===== config.mk =====
export PLATFORM = sky130hd
export DESIGN_NAME = l2_refill_unit
export DESIGN_NICKNAME = d
export VERILOG_FILES = /design/src/rtl/l2_refill_unit_pkg.sv /design/src/rtl/l2_refill_unit_line_buf.sv /design/src/rtl/l2_refill_unit.sv
export SDC_FILE = /design/constraint.sdc
export NUM_CORES = 1
export LEC_CHECK = 0
export ABC_AREA = 1
export CORE_AREA = 5 5 269 271
export CTS_BUF_LIST = sky130_fd_sc_hd__clkbuf_16
export CTS_CLUSTER_DIAMETER = 100
export DETAILED_ROUTE_END_ITERATION = 8
export DIE_AREA = 0 0 274 276
export DONT_BUFFER_PORTS = 1
export GPL_ROUTABILITY_DRIVEN = 0
export GPL_TIMING_DRIVEN = 0
export PLACE_DENSITY = 0.43
export SKIP_CTS_REPAIR_TIMING = 1
export SYNTH_ARGS = -nofsm -noshare
export SYNTH_HDL_FRONTEND = slang
export SYNTH_SLANG_ARGS = --single-unit

===== constraint.sdc =====
create_clock -name clk -period 3.95 [get_ports clk]
set_input_delay 0.79 -clock clk [delete_from_list [all_inputs] [get_ports clk]]
set_output_delay 0.79 -clock clk [all_outputs]
set_load 0.005 [all_outputs]

===== src/rtl/l2_refill_unit_pkg.sv =====
// Shared definitions for the L2 line-refill engine.
// Line/beat widths, tag write value, access types and FSM state encodings.
package l2_refill_unit_pkg;

    localparam int L2_LINE_W = 512;
    localparam int L2_BEAT_W = 128;

    localparam logic [1:0] L2_TAG_VD_CLEAN = 2'b10;

    localparam logic READ  = 1'b0;
    localparam logic WRITE = 1'b1;

    typedef enum logic [2:0] {
        RF_IDLE  = 3'd0,
        RF_REQ   = 3'd1,
        RF_WAIT  = 3'd2,
        RF_WRITE = 3'd3,
        RF_DONE  = 3'd4,
        RF_HOLD  = 3'd5
    } rf_state_t;

endpackage


===== src/rtl/l2_refill_unit_line_buf.sv =====
// l2_line_buf: beat-indexed 4x128 write register with a flat 512-bit output.
// Ports: clk, rst (async active-low), we/idx/wdata beat write, line out.
module l2_line_buf
    import l2_refill_unit_pkg::*;
#(
    parameter int BEATS = 4
) (
    input  logic                       clk,
    input  logic                       rst,
    input  logic                       we,
    input  logic [1:0]                 idx,
    input  logic [L2_BEAT_W-1:0]       wdata,
    output logic [BEATS*L2_BEAT_W-1:0] line
);

    logic [BEATS-1:0][L2_BEAT_W-1:0] beat_q;

    always_ff @(posedge clk or negedge rst) begin
        if (!rst) begin
            beat_q <= '0;
        end else if (we) begin
            beat_q[idx] <= wdata;
        end
    end

    // Beat k lands in bits [128k+127:128k] of the flat line.
    assign line = beat_q;

endmodule


===== src/rtl/l2_refill_unit.sv =====
// l2_refill_unit: fetches a 512-bit L2 line as four 128-bit memory beats,
// writes it into the L2 arrays and pulses L2_complete.
// Ports: clk, rst (async active-low); L2_miss_stall/mem_addr/mem_rw request;
// mem_req/mem_beat_addr/mem_gnt/mem_rvalid/mem_rdata memory side;
// L2_wr_en/L2_data_wd/L2_tag_vd/L2_complete array side; refill_err sticky.
module l2_refill_unit
    import l2_refill_unit_pkg::*;
#(
    parameter int BEATS = 4
) (
    input  logic                 clk,
    input  logic                 rst,
    input  logic                 L2_miss_stall,
    input  logic [25:0]          mem_addr,
    input  logic                 mem_rw,
    output logic                 mem_req,
    output logic [27:0]          mem_beat_addr,
    input  logic                 mem_gnt,
    input  logic                 mem_rvalid,
    input  logic [L2_BEAT_W-1:0] mem_rdata,
    output logic                 L2_wr_en,
    output logic [L2_LINE_W-1:0] L2_data_wd,
    output logic [1:0]           L2_tag_vd,
    output logic                 L2_complete,
    output logic                 refill_err
);

    rf_state_t   state;
    rf_state_t   state_nxt;
    logic [25:0] line_addr;
    logic [1:0]  cnt;
    logic        err_q;
    logic        accept;
    logic        take;
    logic        last;

    assign accept = (state == RF_IDLE) && L2_miss_stall;

    // A beat is captured in WAIT, or in REQ when grant and data coincide.
    assign take = mem_rvalid &&
                  ((state == RF_WAIT) || ((state == RF_REQ) && mem_gnt));

    assign last = (cnt == 2'(BEATS - 1));

    always_ff @(posedge clk or negedge rst) begin
        if (!rst) begin
            state     <= RF_IDLE;
            line_addr <= '0;
            cnt       <= '0;
            err_q     <= 1'b0;
        end else begin
            state <= state_nxt;
            if (accept) begin
                line_addr <= mem_addr;
                cnt       <= '0;
                if (mem_rw != READ) begin
                    err_q <= 1'b1;
                end
            end else if (take) begin
                cnt <= cnt + 2'd1;
            end
        end
    end

    always_comb begin
        state_nxt = state;
        unique case (state)
            RF_IDLE: begin
                if (L2_miss_stall) begin
                    state_nxt = (mem_rw == READ) ? RF_REQ : RF_DONE;
                end
            end
            RF_REQ: begin
                if (mem_gnt) begin
                    if (mem_rvalid) begin
                        state_nxt = last ? RF_WRITE : RF_REQ;
                    end else begin
                        state_nxt = RF_WAIT;
                    end
                end
            end
            RF_WAIT: begin
                if (mem_rvalid) begin
                    state_nxt = last ? RF_WRITE : RF_REQ;
                end
            end
            RF_WRITE: state_nxt = RF_DONE;
            RF_DONE:  state_nxt = RF_HOLD;
            RF_HOLD: begin
                // Stall level is stale until the controller drops it.
                if (!L2_miss_stall) begin
                    state_nxt = RF_IDLE;
                end
            end
            default:  state_nxt = RF_IDLE;
        endcase
    end

    always_comb begin
        mem_req     = 1'b0;
        L2_wr_en    = 1'b0;
        L2_tag_vd   = 2'b00;
        L2_complete = 1'b0;
        if (state == RF_REQ) begin
            mem_req = 1'b1;
        end
        if (state == RF_WRITE) begin
            L2_wr_en  = 1'b1;
            L2_tag_vd = L2_TAG_VD_CLEAN;
        end
        if (state == RF_DONE) begin
            L2_complete = 1'b1;
        end
    end

    assign mem_beat_addr = {line_addr, cnt};
    assign refill_err    = err_q;

    l2_line_buf #(
        .BEATS (BEATS)
    ) u_line_buf (
        .clk   (clk),
        .rst   (rst),
        .we    (take),
        .idx   (cnt),
        .wdata (mem_rdata),
        .line  (L2_data_wd)
    );

endmodule


==> impl_results.md <==
* Adder-cell share of the synthesized area at 0.221%
* Die height at roughly 280 um
* Core Region at 69500 um^2
* WP data arrival at approximately 3.4 ns
* CTS tree: done
* DR WL/cell at ~28 um
* Met3 Usage GRT at 8.94%
* Vias in the first global route at 18400
* Yosys cell types at 21
* Status: complete, but fails checks
* Share of cells above drive strength 1 at under 10%
* Synth Area in Simple Gates at 32.4%
* GR Util met2 at 42.5%
* M1 GR Usage at 28.9%
* Syn Area/Cell at 9.23 um^2
* DRT antenna net count at 0
* DR iter-0 viols at 1445
* Clock sink total at 544
* R2r startpoint: cnt[0]$_DFFE_PN0P_
* Worst-Skew Late Latency at ~0.62 ns
* Sum Neg Setup Slack at 0 ns
* Remaining DRCs at 0
* Tmin final at between 2 and 3 ns
* Post-Syn Instances at 2458
* Initial antenna violation count at 4
* Critical-path maximum fanout at 10
* Final period utilization at a little under three quarters
* Max-slew headroom at -114%
* Vias per cell at 5.35
* Commonest cells after routing, fill and taps aside: 1064 x nand2_1, 544 x dfrtp_1, 516 x nand4_1
* GRT Max-Usage Layer: met2
* Max-Cap Viols at 0
* Clock transition at path regs at 0.06 ns
* Synth Area in XOR/XNOR at 0%
* Clk Tree Root Cell: clkbuf_16
* Area Growth Syn to Fin at 13.1%
* Crit Reg-Reg Endpoint: u_line_buf.line[493]$_DFFE_PN0P_
* Total area of sequential cells at approximately 14000 um^2
* Synthesis-stage register bit count at 544
* Pin count of the biggest net entering global routing at 545
* Final setup viols at 0
* Pleak at between 10 and 15 nW
* Worst hold margin at -0.135 ns
* DP HPWL at 71500 um
* Most common cell after layout, fill and taps aside: nand2_1
* R2R setup slack at 1.15 ns
* CTS max path bufs at 3
* Failing checks: hold timing, slew limit
* Syn nets at approximately 2600
* Die Width at 274 um
* Area of the multi-input gates at about 7600 um^2
* Num rows at 97
* Tightest Pin Transition at around 3.2 ns
* Required @ worst endpoint at 4.50 ns
* Worst r2r path cells at 5
* YS warnings at 0
* Final WL at 97100 um
* Startpoint types: register
* Starting Density at 32.6%
* Max Fclk at 357 MHz
* Slew Viols, Final at 408
* RSZ-0062 raised after global routing: no
* Port buffer count at 0
* Total GRT Usage at 24.7%
* H-tree depth at 2
* Hold Violations, Final at 37
* Top Ports at 706
* Drt pass-1 iters at 7
* Compound-gate portion of the synthesized area at less than 1%
* First-pass GRT wire length at around 140000 um
* Peak supply drop at 0.000454 V
* Multiplexer share of the synthesized area at 0%
* Element type at the critical path end: register
* Fillers at 7139
* PwrDens at 830 nW/um^2
* GR Overflow Total at 0
* Post-synthesis sequential area ratio at 60.0%
* Fin nets at about 2700
* Critical path class: register to register
* Number of CTS-inserted buffers at around 60
* Cell area after synthesis at 22700 um^2
* HP Class: input port to asynchronous set/reset pin
* Layout Skew at 0.0160 ns
* Die area at ~76000 um^2
* Main combinational cell family by area after synthesis: simple AND/OR/NAND/NOR gates
* Via Count at 18800
* Antenna cells at 0
## final cells by class
cell class | count | area share [%]
multi-input combinational | 1639 | 29.5
clock inverter | 49 | 1.03
buffer | 237 | 5.34
inverter | 38 | 0.556
tap | 940 | 4.59
sequential | 544 | 53.1
clock buffer | 61 | 5.95
## registers in the layout (all words and copies together), names as in the netlist
name,flops
refill_err,1
line_addr,26
u_line_buf.line,512
cnt,2
state,3
## critical path, cell delays in order (launching register included)
cell and delay, ns:
dfrtp_1 0.60, ha_1 0.41, clkbuf_1 0.96, clkbuf_1 0.50
nand4_1 0.16, nand2_1 0.10
## routing by layer
metal  up-vias  wire, um
li1       8477         -
met1      9380     36400
met2       755     47900
met3       141      9570
met5         -         0
met4         0      3300
## per-stage QoR
step / total power, mW / instances / setup slack [ns] / util [%] / area (um^2)
floorplan: 13.2 / 2458 / 2.04 / - / 22700
global placement: 16.1 / 3398 / 0.512 / 34.3 / 23900
detailed placement: 16.2 / 3398 / 0.468 / 34.3 / 23900
CTS: 21.6 / 3508 / 1.02 / 36.9 / 25600
global route: 22.6 / 3508 / 0.951 / 36.9 / 25600
finish: 21.3 / 3508 / 1.15 / 36.9 / 25600
## logic make-up (layout without fill, tap and decap cells)
| kind of cell | count (synthesis) | after routing |
|---|---|---|
| and+or+nand+nor | 1604 | 1604 |
| DFF | 544 | 544 |
| buffers and inverters | 275 | 385 |
| AOI/OAI and AO/OA | 30 | 30 |
| adders and majority gates | 4 | 4 |
| other | 1 | 1 |
## worst max path at each step
| stage | start | endpoint | slack (ns) | cells after the start |
|---|---|---|---|---|
| floorplan | mem_rvalid | u_line_buf.line[128]$_DFFE_PN0P_ | 2.04 | 6 |
| CTS | cnt[0]$_DFFE_PN0P_ | u_line_buf.line[493]$_DFFE_PN0P_ | 1.02 | 5 |
| global placement | mem_rvalid | cnt[0]$_DFFE_PN0P_ | 0.51 | 6 |
| detailed placement | mem_rvalid | cnt[0]$_DFFE_PN0P_ | 0.47 | 6 |
| finish | cnt[0]$_DFFE_PN0P_ | u_line_buf.line[493]$_DFFE_PN0P_ | 1.15 | 5 |
| global route | cnt[0]$_DFFE_PN0P_ | u_line_buf.line[491]$_DFFE_PN0P_ | 0.95 | 5 |
## synthesized netlist by cell type
library cell  instances  area share, %
buf_1                39           0.65
buf_12                4           0.35
buf_2                73            1.6
buf_4                 3          0.099
buf_6                41            2.0
clkbuf_1             77            1.3
conb_1                1          0.017
dfrtp_1             544             60
ha_1                  4           0.22
inv_1                37           0.61
inv_2                 1          0.017
nand2_1            1064             18
nand2_2               1          0.028
nand3_1              18           0.40
nand3_2               1          0.044
nand4_1             516             14
nor2_1                2          0.033
nor2_4                1          0.050
nor3_1                1          0.022
o21ai_0              29           0.64
o21bai_1              1          0.033
## report_power, final
| part | switching, mW | leakage, nW | internal, mW |
|---|---|---|---|
| combinational | 3.71 | 5.31 | 1.73 |
| clock | 2.36 | 0.915 | 2.90 |
| sequential | 2.73 | 7.23 | 7.86 |
(Power assumes the default switching activity.)
